--- src/rtl/program_loader.sv ---
// program_loader: packs a length-prefixed little-endian byte stream into words
// and writes them to instruction memory from address 0, holding the core in reset meanwhile.
module program_loader #(
    parameter int DATA_WIDTH = 32,
    parameter int ADDR_WIDTH = 10
) (
    input  logic                  clk,
    input  logic                  rst,
    input  logic                  start,
    input  logic [7:0]            rx_data,
    input  logic                  rx_valid,
    output logic [ADDR_WIDTH-1:0] A,
    output logic [DATA_WIDTH-1:0] WD,
    output logic                  WE,
    output logic                  busy,
    output logic                  done,
    output logic                  overflow
);
    localparam int BPW = DATA_WIDTH / 8;
    localparam int IW = BPW > 1 ? $clog2(BPW) : 1;
    localparam logic [63:0] DEPTH = 64'd1 << ADDR_WIDTH;
    typedef enum logic [2:0] {IDLE, LEN_LO, LEN_HI, DATA, FINISH} state_t;
    state_t state, state_nxt;
    logic [15:0] len;
    logic [15:0] n_full;
    logic [16:0] cnt;
    logic [16:0] cnt_inc;
    logic [IW-1:0] idx;
    logic [DATA_WIDTH-1:0] wbuf;
    logic [DATA_WIDTH-1:0] word;
    logic last_byte;
    always_comb begin
        n_full = {rx_data, len[7:0]};
        last_byte = rx_valid && (int'(idx) == BPW - 1);
        cnt_inc = cnt + 17'd1;
        word = wbuf;
        word[8*int'(idx) +: 8] = rx_data;
        state_nxt = state;
        case (state)
            IDLE:    state_nxt = start ? LEN_LO : IDLE;
            LEN_LO:  state_nxt = rx_valid ? LEN_HI : LEN_LO;
            LEN_HI:  state_nxt = !rx_valid ? LEN_HI : (n_full == 16'd0 ? FINISH : DATA);
            DATA:    state_nxt = (last_byte && cnt_inc == {1'b0, len}) ? FINISH : DATA;
            FINISH:  state_nxt = IDLE;
            default: state_nxt = IDLE;
        endcase
    end
    always_ff @(posedge clk or posedge rst)
        if (rst) state <= IDLE;
        else state <= state_nxt;
    // Words past the memory depth are still consumed so the stream stays framed.
    always_ff @(posedge clk or posedge rst) begin
        if (rst) begin
            A <= '0;
            WD <= '0;
            WE <= 1'b0;
            busy <= 1'b0;
            done <= 1'b0;
            overflow <= 1'b0;
            len <= '0;
            cnt <= '0;
            idx <= '0;
            wbuf <= '0;
        end else begin
            WE <= 1'b0;
            case (state)
                IDLE: if (start) begin
                    busy <= 1'b1;
                    done <= 1'b0;
                    overflow <= 1'b0;
                    cnt <= '0;
                    idx <= '0;
                end
                LEN_LO: if (rx_valid) len[7:0] <= rx_data;
                LEN_HI: if (rx_valid) begin
                    len[15:8] <= rx_data;
                    overflow <= 64'(n_full) > DEPTH;
                end
                DATA: if (rx_valid) begin
                    wbuf <= word;
                    idx <= last_byte ? '0 : idx + IW'(1);
                    if (last_byte) begin
                        cnt <= cnt_inc;
                        if (64'(cnt) < DEPTH) begin
                            WE <= 1'b1;
                            A <= ADDR_WIDTH'(cnt);
                            WD <= word;
                        end
                    end
                end
                FINISH: begin
                    busy <= 1'b0;
                    done <= 1'b1;
                end
                default: ;
            endcase
        end
    end
endmodule

--- config.mk ---
export PLATFORM = sky130hd
export DESIGN_NAME = program_loader
export DESIGN_NICKNAME = d
export VERILOG_FILES = /design/src/rtl/program_loader.sv
export SDC_FILE = /design/constraint.sdc
export NUM_CORES = 1
export LEC_CHECK = 0
export ABC_AREA = 1
export CAP_MARGIN = 20
export CORE_ASPECT_RATIO = 0.9
export CORE_MARGIN = 10
export CORE_UTILIZATION = 61
export CTS_BUF_LIST = sky130_fd_sc_hd__clkbuf_16
export CTS_CLUSTER_SIZE = 10
export DETAILED_ROUTE_END_ITERATION = 7
export MAX_ROUTING_LAYER = met4
export PLACE_DENSITY = 0.85
export SKIP_CTS_REPAIR_TIMING = 1
export SLEW_MARGIN = 20
export SYNTH_ARGS = -nofsm -noshare
export SYNTH_HDL_FRONTEND = slang
export SYNTH_SLANG_ARGS = --single-unit
--- constraint.sdc ---
create_clock -name clk -period 8.75 [get_ports clk]
set_clock_uncertainty 0.15 [all_clocks]
set_input_delay 1.3125 -clock clk [delete_from_list [all_inputs] [get_ports clk]]
set_output_delay 1.3125 -clock clk [all_outputs]
set_load 0.05 [all_outputs]
[Yosys cells after proc, flatten, opt, wreduce, memory -nomap -nowiden]
Cells that the tools add are included.
Storage, ports and cells
  flip-flop bits (word level): 116
  output and inout bits: 46
  ROM bits: 0
  memories: 0
  RAM bits: 0
  latch bits: 0
Operators by class
  multiply operators: 0
  $add $sub $neg: 3
  bitwise operators: 0
  shift-type cells: 2
  reduce and logical (&&, ||, !) cells: 15
  div/mod/pow operators: 0
  magnitude comparators: 2
  equal/unequal tests: 10
  muxes and demuxes: 25
Operators with widths (number)
  17-bit 2-to-1 mux: 3
  17-bit case mux with 2 select lines: 1
  5-bit negation with 33-bit output: 1
  8-bit by 33-bit variable shift with 32-bit output (first input constant): 1
  8-bit by 33-bit indexed part select with 32-bit output: 1
  32-bit bitwise mux: 1
  17-bit by 1-bit adder with 17-bit output (second input constant): 1
  17-bit by 16-bit == test with 1-bit output: 1
  17-bit by 11-bit < comparator with 1-bit output (second input constant): 1
  16-bit by 11-bit > comparator with 1-bit output (second input constant): 1
  16-bit zero test: 1
  3-bit case mux with 4 select lines: 1
  3-bit 2-to-1 mux: 3
  1-bit 2-to-1 mux: 8
  2-bit 2-to-1 mux: 4
  2-bit inequality test (second input constant): 4
  2-bit AND reduction: 4
  4-bit AND reduction: 2
  3-bit by 2-bit == test with 1-bit output (second input constant): 2
  1-bit case mux with 2 select lines: 3
  3-bit AND reduction: 2
  2-bit nonzero test: 3
  2-bit case mux with 2 select lines: 1
  3-bit by 1-bit == test with 1-bit output (second input constant): 1
  5 further kinds: 6

[Longest topological paths before layout]
  word-level depth: 5
  gate-level depth with buffers: 13

[Worst setup path before layout]
OpenSTA, ideal clock, no wires.
  path kind: input to register
  start: input port rx_valid
  end: register A[4]
  library setup time: 132 ps
  arrival: 2191 ps
  data required time: 8468 ps
  cell stages on the path: 7
  path buffers: 2
  setup slack: 6277 ps
  cells stage by stage: nand2_1 -> nor2_4 -> nand2_2 -> buf_2 -> buf_2 -> nand2_1 -> o21ai_0
On the way
  word-level cells in the longest chain between the ends: 2
RTL lines
  from (decl): line 11  | input logic rx_valid,
  1-bit logical AND: line 34  | last_byte = rx_valid && (int'(idx) == BPW - 1);
  4-bit AND reduction (no line) *
  to (signal assigned): line 86  | A <= ADDR_WIDTH'(cnt);
  to (decl): line 12  | output logic [ADDR_WIDTH-1:0] A,
Every way passes the cells marked *; elsewhere a longest branch is shown, timed or not.
A chain may end at the register's enable or synchronous reset.

[Worst setup path after layout]
  start: input port rx_valid
  end: register idx[0]
On the way
  word-level cells in the longest chain between the ends: 4
  elaborated cells between the ends (all ways): 6
  those cells by class: eq/ne: 1; mux: 3; reduce/logical: 2
RTL lines
  1-bit logical AND: line 34
  2-bit 2-to-1 mux: line 81  | idx <= last_byte ? '0 : idx + IW'(1);
  2-bit 2-to-1 mux: line 79  | DATA: if (rx_valid) begin
  2-bit case mux with 2 select lines: line 66  | case (state)
  to (signal assigned): line 81
  to (decl): line 28  | logic [IW-1:0] idx;
Several ways; a longest one is shown, not always the timed one. The select of a mux whose other input is x is not followed.

==> results.toml <==
[yosys]
synth_xor_xnor_area_share = 0.00156
syn_area_per_cell_um2 = 7.94
synthSimpleGateAreaFrac = 0.266
yosysWarningCount = 0
synth_edf_count = 0
muxShareOfSynthArea = 0
synth_ff_type = "dfrtp_1"
synthDistinctLibCells = 30
mappedNetlistArea_um2 = 5630
synth_sequential_area_ratio = 0.516
ys_ff_latch = 116
synth_top_family_by_area = "simple AND/OR/NAND/NOR gates"
syn_inst = 709
synth.largest_area_cell = "dfrtp_1"
synth_area_leaders = "dfrtp_1, nand2_1, o21ai_0, inv_1, nand3_1"
synthAdderAreaFrac = 0.0133
synth_compound_area_frac = 0.133
synthArstFlopShare = 1.00
syn_nets = 727
netlist.area_leader.share = 0.516

[routing]
ant_nets = 0
drc = 0
vias = 5275
avgRoutedWirePerCell_um = 17.7
drt-initial-drc-count = 660
first_pass_iters = 7
drt-total-wl_um = 15900
viasPerCell = 5.87

[global_route]
gr-total-overflow = 0
met2_usage = 0.396
grtUsageMet3 = 0.0504
grt_use_met1 = 0.299
grt_pass1_wl_um = 26300
grt_pass1_vias = 5247
grt_usage = 0.249
grt_max_degree = 69
gr-max-usage-layer = "met2"
antenna_found_initial = 0

[clock_tree]
clock-sinks = 116
cts_tree = "built"
root_buffer = "clkbuf_16"
cts_buffer_depth = 2
cts_buffers = 17
h-tree-depth = 4
clk_pin_slew_ns = 0.05
clk_latency_ns = 0.42

[timing]
finalCriticalPeriod_ns = 3.39
fmax_mhz = 295
setup_viol = 0
layout_worst_path_cycle_share = 0.388
tightest_slew_ns = 0.947
grt_setup_unrepaired = "false"
maxSlewHeadroom = 0.368
report.final.slew_viol_count = 0
finalSetupTns_ns = 0
finalHoldViolCount = 0

[critical_path]
critPathCaptureType = "flip-flop"
critPathLaunch = "rx_valid"
worstReg2RegStart = "idx[0]$_DFFE_PP0P_"
endpoint = "idx[0]$_DFFE_PP0P_"
r2r-end = "cnt[15]$_DFFE_PP0P_"
crit_path_start_kind = "primary input"
arrival_ns = 3.56
reg2reg_slack_ns = 6.12
crit_type = "in -> reg"
required_ns = 8.92
reg2reg_depth = 6
path_max_fanout = 39

[layout]
nFillCells = 619
num_antenna_cells = 0
nets = 781
layout-drive-gt1-share = 0.0696
final_area_um2 = 6880
area_growth_pct = 22.2
layoutNonFillerInstCount = 898

[worst_hold_path]
hold_depth = 2
hold_class = "reg -> reg"

[pwr]
p_leak_nw = 3.19
p_total_w = 0.00206
powerDensity_nw_per_um2 = 300
ir_drop_uv = 170

[die]
die_y_um = 111
row_count = 33
start_util = 0.622
pin_count = 58
die_area_um2 = 13500
die_w_um = 121
core_um2 = 9040

[flow_run]
drv_cap = 0

[place]
port_buffers = 57
gp_congestion = 0.954
dp_hpwl_um = 10700
detailed_place.area_um2 = 6270
dp.cells = 866

[run_status]
status = "finished clean"
cell usage after synthesis, types with 4 or more instances:
| master | number |
|---|---|
| nand2_1 | 212 |
| dfrtp_1 | 116 |
| o21ai_0 | 84 |
| inv_1 | 75 |
| nor2_1 | 49 |
| nand3_1 | 42 |
| o22ai_1 | 22 |
| clkbuf_1 | 17 |
| nand4_1 | 12 |
| nor3_1 | 12 |
| a31oi_1 | 10 |
| a22oi_1 | 8 |
| buf_2 | 6 |
| ha_1 | 6 |
| nor2_4 | 6 |
| nand2_2 | 5 |
| nand3b_1 | 4 |
worst max-delay path, stage by stage:
cell and delay (ns):
clkdlybuf4s50_1 0.56, inv_1 0.12, nor2_4 0.39, inv_1 0.55, nand2_1 0.33, nand4_1 0.16
o21ai_0 0.13
layer usage:
layer	share of wire	routed length (µm)
met2	0.49	7770
met5	0	0
met3	0.073	1170
met4	0.033	522
met1	0.41	6460
where the power goes:
| group | total [W] | switching, W | internal [W] |
|---|---|---|---|
| clock network | 0.000713 | 0.000264 | 0.000449 |
| registers | 0.000732 | 0.0000856 | 0.000647 |
| logic | 0.000615 | 0.000434 | 0.000182 |
| total | 0.00206 | 0.000784 | 0.00128 |
per-stage QoR:
step           hold slack [ns]   util  setup slack, ns
2_1_floorplan            0.303      -             4.22
3_5_place_dp             0.315  0.694             5.13
6_report                 0.335  0.760             5.36
5_1_grt                  0.358  0.760             5.09
3_3_place_gp             0.311  0.694             5.24
4_1_cts                  0.335  0.760             5.41
layout by cell type (no fill, tap or decap), drive strengths merged, types with 2 or more instances in the layout:
master / instances
clkinvlp: 3
nand3b: 4
clkinv: 6
nor2: 58
a21boi: 2
o22ai: 22
a21oi: 3
dfrtp: 116
o21ai: 89
buf: 2
nand3: 42
ha: 6
nand2: 218
nand4: 12
inv: 82
clkdlybuf4s50: 57
a31oi: 10
clkbuf: 17
a22oi: 8
nor3: 12
bufinv: 3
registers in the layout (all words and copies together), names as in the netlist:
| register | count |
|---|---|
| WE | 1 |
| wbuf | 32 |
| A | 10 |
| cnt | 17 |
| state | 3 |
| overflow | 1 |
| WD | 32 |
| len | 16 |
| idx | 2 |
| done | 1 |
| busy | 1 |
cells by family after synthesis:
kind of cell,count (synthesis)
adder cells (fa/ha/maj),6
AND/OR/NAND/NOR,348
buffers and inverters,103
XOR/XNOR,1
flip-flops,116
AO/OA/AOI/OAI,135
final cells by class:
cell class | instances | area (µm²) | share of cell area
clock buffers | 17 | 425 | 0.0619
clock inverters | 15 | 179 | 0.0260
inverters | 79 | 299 | 0.0435
multi-input cells | 490 | 2330 | 0.339
flip-flops and latches | 116 | 2900 | 0.422
well taps | 122 | 153 | 0.0222
repair buffers | 59 | 586 | 0.0852
worst min-delay path by stage:
| stage | from | to | slack [ns] |
|---|---|---|---|
| global placement | done$_DFFE_PP0P_ | done$_DFFE_PP0P_ | 0.31 |
| detailed placement | WD[29]$_DFFE_PP0P_ | WD[29]$_DFFE_PP0P_ | 0.31 |
| floorplan | len[3]$_DFFE_PP0P_ | len[3]$_DFFE_PP0P_ | 0.30 |
| global route | done$_DFFE_PP0P_ | done$_DFFE_PP0P_ | 0.36 |
| finish | WD[16]$_DFFE_PP0P_ | WD[16]$_DFFE_PP0P_ | 0.33 |
| CTS | WD[8]$_DFFE_PP0P_ | WD[8]$_DFFE_PP0P_ | 0.33 |
Power figures use the tool's default switching activity.
